<file path="config.mk">
export PLATFORM = sky130hd
export DESIGN_NAME = nrzi_unstuff
export DESIGN_NICKNAME = d
export VERILOG_FILES = /design/src/rtl/nrzi_unstuff.sv
export SDC_FILE = /design/constraint.sdc
export NUM_CORES = 1
export LEC_CHECK = 0
export CAP_MARGIN = 40
export CORE_ASPECT_RATIO = 0.9
export CORE_MARGIN = 1.5
export CORE_UTILIZATION = 35
export CTS_BUF_LIST = sky130_fd_sc_hd__clkbuf_8
export CTS_CLUSTER_SIZE = 24
export DETAILED_ROUTE_END_ITERATION = 6
export GPL_TIMING_DRIVEN = 0
export MAX_ROUTING_LAYER = met4
export SYNTH_ARGS = -nofsm -noshare
export SYNTH_HDL_FRONTEND = slang
export SYNTH_SLANG_ARGS = --single-unit
</file>
<file path="constraint.sdc">
create_clock -name clk -period 1.6 [get_ports clk]
set_clock_uncertainty 0.05 [all_clocks]
set_input_delay 0.32 -clock clk [delete_from_list [all_inputs] [get_ports clk]]
set_output_delay 0.32 -clock clk [all_outputs]
set_load 0.005 [all_outputs]
</file>
<file path="src/rtl/nrzi_unstuff.sv">
// NRZI decoder with bit-unstuffing and SE0-based end-of-packet detection.
// All outputs are registered; the response to a strobe appears one cycle later.
//
// state | meaning
// RUN   | decoding and unstuffing data bits
// ERR   | error seen; discard bits until SE0, SE0, J
// SE0_1 | one SE0 bit time seen
// SE0_2 | two SE0 bit times seen; J completes end-of-packet
module nrzi_unstuff #(
  parameter int MAX_ONES = 6
) (
  input  logic clk,
  input  logic rst_L,
  input  logic inb,
  input  logic inb_valid,
  input  logic se0,
  output logic outb,
  output logic outb_valid,
  output logic stuff_err,
  output logic eop,
  output logic eop_err
);

  localparam int OW = $clog2(MAX_ONES + 1);
  localparam logic [OW-1:0] MAX_CNT = OW'(MAX_ONES);
  localparam logic [OW-1:0] ONE_CNT = OW'(1);

  typedef enum logic [1:0] {
    RUN   = 2'd0,
    ERR   = 2'd1,
    SE0_1 = 2'd2,
    SE0_2 = 2'd3
  } state_t;

  state_t        state, state_nxt;
  logic          prev_lvl, prev_lvl_nxt;
  logic [OW-1:0] ones, ones_nxt;
  logic          outb_nxt, outb_valid_nxt, stuff_err_nxt, eop_nxt, eop_err_nxt;
  logic          dec_bit;

  assign dec_bit = (inb == prev_lvl);

  always_ff @(posedge clk or negedge rst_L) begin
    if (!rst_L) begin
      state      <= RUN;
      prev_lvl   <= 1'b1;
      ones       <= '0;
      outb       <= 1'b0;
      outb_valid <= 1'b0;
      stuff_err  <= 1'b0;
      eop        <= 1'b0;
      eop_err    <= 1'b0;
    end else begin
      state      <= state_nxt;
      prev_lvl   <= prev_lvl_nxt;
      ones       <= ones_nxt;
      outb       <= outb_nxt;
      outb_valid <= outb_valid_nxt;
      stuff_err  <= stuff_err_nxt;
      eop        <= eop_nxt;
      eop_err    <= eop_err_nxt;
    end
  end

  always_comb begin
    state_nxt      = state;
    prev_lvl_nxt   = prev_lvl;
    ones_nxt       = ones;
    outb_nxt       = outb;
    outb_valid_nxt = 1'b0;
    stuff_err_nxt  = 1'b0;
    eop_nxt        = 1'b0;
    eop_err_nxt    = 1'b0;
    if (inb_valid) begin
      case (state)
        RUN: begin
          if (se0) begin
            state_nxt = SE0_1;
          end else begin
            prev_lvl_nxt = inb;
            if (ones < MAX_CNT) begin
              outb_nxt       = dec_bit;
              outb_valid_nxt = 1'b1;
              ones_nxt       = dec_bit ? ones + ONE_CNT : '0;
            end else if (!dec_bit) begin
              // stuffed zero: consumed silently
              ones_nxt = '0;
            end else begin
              stuff_err_nxt = 1'b1;
              state_nxt     = ERR;
            end
          end
        end
        ERR: begin
          if (se0) state_nxt = SE0_1;
          else     prev_lvl_nxt = inb;
        end
        SE0_1: begin
          if (se0) begin
            state_nxt = SE0_2;
          end else begin
            eop_err_nxt = 1'b1;
            state_nxt   = ERR;
          end
        end
        SE0_2: begin
          if (!se0 && inb) begin
            eop_nxt      = 1'b1;
            prev_lvl_nxt = 1'b1;
            ones_nxt     = '0;
            state_nxt    = RUN;
          end else begin
            eop_err_nxt = 1'b1;
            state_nxt   = ERR;
          end
        end
        default: state_nxt = RUN;
      endcase
    end
  end

endmodule
</file>
======== Yosys cells after proc, flatten, opt, wreduce, memory -nomap -nowiden ========
Index checks and enable logic that the tools add are counted.
operators by class
  $add $sub $neg .......................... 1
  order comparisons ....................... 1
  equal/unequal tests ..................... 11
  multiplexer cells ....................... 32
  bitwise logic cells ..................... 1
  reductions and logical operators ........ 10
operator list
  cell                 count
  $mux 1               18
  $mux 3               5
  $reduce_and 4->1     3
  $mux 2               5
  $ne 3x3->1 const B   3
  $ne 2x2->1 const B   4
  $pmux 2 s4           1
  $pmux 3 s2           1
  $reduce_and 5->1     1
  $eq 2x2->1 const B   2
  $pmux 1 s2           2
  $reduce_bool 2->1    2
  $add 3x1->3 const B  1
  $lt 3x3->1 const B   1
  $eq 2x1->1 const B   1
  $logic_not 2->1      1
  $reduce_or 2->1      1
  $eq 1x1->1           1
  $logic_and 1x1->1    1
  $logic_not 1->1      1
  $not 1->1            1
storage, ports and cells
  bits in registers ....................... 11

======== Logic depth before layout (Yosys ltp) ========
  depth in word-level cells ............... 6
  gate-level depth with buffers ........... 4

======== Worst setup path after synthesis ========
OpenSTA, ideal clock, no wires.
  kind .................................... reg-to-reg
  from .................................... register state[1]
  to ...................................... register ones[2]
  arrival ................................. 1.174 ns
  path slack .............................. 0.242 ns
  cell stages (with the launch flop) ...... 4
  path buffers ............................ 0
  clock period less this slack ............ 1.358 ns
  cells stage by stage .................... dfrtp_1 or4b_4 a31oi_4 o32ai_1
on the way
  longest elaborated chain between the ends .. 3
ends and longest elaborated chain
  what                                                  RTL line  RTL
  start: declaration                                    35        state_t state, state_nxt;
  start signal: assignment                              54        state <= state_nxt;
  $eq 2x2->1 / $logic_not 2->1 (equally long branches)  75        case (state)
  $ne 2x2->1 (no line), or another cell as far along    n/a
  $reduce_and 5->1 (no line)                            n/a
  end signal: assignment                                56        ones <= ones_nxt;
  end: declaration                                      37        logic [OW-1:0] ones, ones_nxt;
Parallel ways exist; a longest one is shown, timed or not.
A chain may end at the register's enable or synchronous reset.

======== Worst setup path after layout ========
  from .................................... input port inb
  to ...................................... register ones[0]
on the way
  longest elaborated chain between the ends .. 5
ends and longest elaborated chain
  what                RTL line  RTL
  start: declaration  14        input logic inb,
  $eq 1x1->1          41        assign dec_bit = (inb == prev_lvl);
  $mux 3              84        ones_nxt = dec_bit ? ones + ONE_CNT : '0;
  $mux 3              81        if (ones < MAX_CNT) begin
  $mux 3              77        if (se0) begin
  $pmux 3 s2          75
Parallel ways exist; a longest one is shown, timed or not. The select of a mux whose other input is x is not followed.

==> flow_metrics.env <==
export IMPL_outcome="complete, no violations"
export IMPL_start_kind="input pin"
export IMPL_min_period_ns=1.47
export IMPL_r2r_setup_slack_ns=0.14
export IMPL_cts_sinks=11
export IMPL_vias=442
export IMPL_htree_levels=1
export IMPL_track_usage_pct=13.4
export IMPL_placementRows=13
export IMPL_worst_slew_margin_rel_pct=68.4
export IMPL_cp_end_kind="flip-flop"
export IMPL_endpoint="ones[0]"
export IMPL_ys_warn_count=0
export IMPL_fmax_ghz=0.678
export IMPL_die_area_um2=1970
export IMPL_setup_slack_ns=0.125
export IMPL_netlist_top_cells_area="dfrtp_1 (42%), nor3b_1 (5.0%), dfstp_2 (4.4%)"
export IMPL_grt_overflow=0
export IMPL_hold_class="input pin to flip-flop"
export IMPL_yosysMostFrequentCell="dfrtp_1"
export IMPL_ys_types=27
export IMPL_cp_depth=4
export IMPL_setup_viol=0
export IMPL_hold_viol=0
export IMPL_crit_path_max_fanout=5
export IMPL_die_x_um=46.6
export IMPL_dieHeight_um=42.2
export IMPL_synthesis_area_um2=598
export IMPL_rsz0062_at_grt="false"
export IMPL_wirelength_um=1050
export IMPL_finalMaxSlewViolations=0
export IMPL_syn_avg_cell_area_um2=10.7
export IMPL_startpoint="inb"
export IMPL_ctsHoldBuffers=0
export IMPL_yosysTopAreaCellShare_pct=41.8
export IMPL_ant_nets=0
export IMPL_rr_worst_depth=4
export IMPL_tightest_slew_ns=0.472
export IMPL_core_region_area_um2=1510
export IMPL_syn_nets=62
export IMPL_routedWlPerCell_um=11.7
export IMPL_grt_pass1_wl_um=1780
export IMPL_cts_buffers=3
export IMPL_max_stage_delay_ns=0.54
export IMPL_dpl_hpwl_um=785
export IMPL_cts_setup_buffers=0
export IMPL_dr_pass1_iters=2
export IMPL_crit_buf_inv=1
export IMPL_clock_latency_ns=0.23
export IMPL_drcViolationCount=0
export IMPL_clockBufferDepth=2
export IMPL_synth_top_area_cell="dfrtp_1"
export IMPL_root_buffer="clkbuf_8"
export IMPL_seqCellArea_um2=277
export IMPL_ys_seq_area_share_pct=46.2
export IMPL_final_area_um2=761
export IMPL_drt_initial_drc_count=6
export IMPL_synth_flop_cell="dfrtp_1"
export IMPL_finalSetupTns_ns=0
export IMPL_async_flop_share_pct=100
export IMPL_hold_slack_ns=0.251
export IMPL_ir_drop_uv=915
export IMPL_placed_cell_area_um2=706
export IMPL_critPathSlowestCell="clkdlybuf4s50_1"
export IMPL_grt_max_degree=12
export IMPL_area_growth_pct=27.2
export IMPL_synth_enable_flop_cells=0
export IMPL_antenna_found_initial=0
export IMPL_yosys_top_cells_count="dfrtp_1 (10), inv_1 (7), nor3b_1 (4)"
export IMPL_syn_inst=56
export IMPL_criticalPathCategory="input pin to flip-flop"
export IMPL_path_clk_slew_ns=0.05
export IMPL_powerDensity_nw_per_um2=1300
export IMPL_multi_input_area_um2=285
export IMPL_routabilityCongestion=0.776
export IMPL_post_route_util_pct=50.3
export IMPL_synth_seq_cells=11
export IMPL_grt_pass1_vias=397
export IMPL_path_cells="clkdlybuf4s50_1 -> xnor2_4 -> a31oi_4 -> o31ai_1"
export IMPL_portBuffers=8
export IMPL_io_pins=10
export IMPL_maxCapViolCount=0
export IMPL_vias_per_cell=4.91
export IMPL_cp_arrival_ns=1.55
export IMPL_n_fill_cell=148
export IMPL_cp_top_family="buffers and inverters"
export IMPL_regToRegStartpoint="ones[1]"
export IMPL_rr_endpoint="ones[2]"
export IMPL_initial_core_util_pct=39.5
export IMPL_layout_nets=75
export IMPL_leakage_nw=0.314
export IMPL_antennaDiodeCount=0
export IMPL_cts_tree="done"
export IMPL_worstPathRequired_ns=1.68
export IMPL_layout_drive_gt1_share_pct=19.1
export IMPL_timing_final_crit_share_pct=92.2
export IMPL_pre_cts_ws_ns=-0.336
-- layer usage --
layer	routed length [um]	share of wire, %	GRT usage [%]	up-vias
li1	-	-	-	229
met1	529	50	16.9	200
met2	450	43	18.1	11
met3	55	5.2	6.47	2
met4	15	1.4	5.14	0
met5	0	0	-	-
-- state kept, by name (all words and copies together), names as in the netlist --
signal	flops
state	2
stuff_err	1
outb_valid	1
ones	3
prev_lvl	1
eop_err	1
eop	1
outb	1
-- metrics by stage --
stage / power (mW) / instances
2_1_floorplan: 0.621 / 56
3_3_place_gp: 0.719 / 86
3_5_place_dp: 0.723 / 86
4_1_cts: 0.995 / 90
5_1_grt: 1.07 / 90
6_report: 0.990 / 90
-- worst reg2reg max path, cell delays in order, from the launching register on --
cell      delay, ns
dfrtp_1        0.46
ha_1           0.25
nor3b_1        0.14
a211oi_1       0.29
o32ai_1        0.13
-- final cells by class --
| class | instances | share of cell area (%) |
|---|---|---|
| Clock buffer | 3 | 5.43 |
| Buffer | 3 | 2.80 |
| Multi-Input combinational cell | 35 | 37.5 |
| Sequential cell | 11 | 36.3 |
| Clock inverter | 1 | 0.493 |
| Timing Repair Buffer | 8 | 10.4 |
| Tap cell | 22 | 3.62 |
| Inverter | 7 | 3.45 |
-- kinds of logic (layout without fill, tap and decap cells) --
kind of cell               after synthesis  after routing  synth area share (%)
and+or+nand+nor                         18             18                  20.9
buffers and inverters                   10             22                  7.95
adders and majority gates                1              1                  2.09
DFF                                     11             11                  46.2
AOI/OAI and AO/OA                       15             15                  20.1
xor gates and xnor gates                 1              1                  2.72
-- worst min-delay path by stage --
stage,to,from,depth (start not counted)
after CTS,state[1],inb_valid,2
after detailed placement,prev_lvl,prev_lvl,2
after global routing,state[1],inb_valid,2
final,state[1],inb_valid,2
after global placement,prev_lvl,prev_lvl,2
after floorplan,eop,rst_L,0
-- power by group --
part	internal, mW	switching [mW]
combinational	0.160	0.155
sequential	0.348	0.0670
clock	0.167	0.0927
total	0.675	0.315
-- cells in the final DEF (no fill, tap or decap), drive strengths merged, types with 2 or more instances in the layout --
master,instances
o21ai,3
a31oi,2
nor3b,5
nor2,2
inv,8
clkbuf,3
o31ai,2
nand4,2
a211oi,2
nand3,3
clkdlybuf4s50,7
buf,3
dfrtp,10
nand2,3
-- what timing repair did --
action,in CTS,in global routing
gates resized for setup,1,1
setup endpoints to repair,4,1
cloned,0,0
Note: power is estimated with default switching activity, not from simulation.
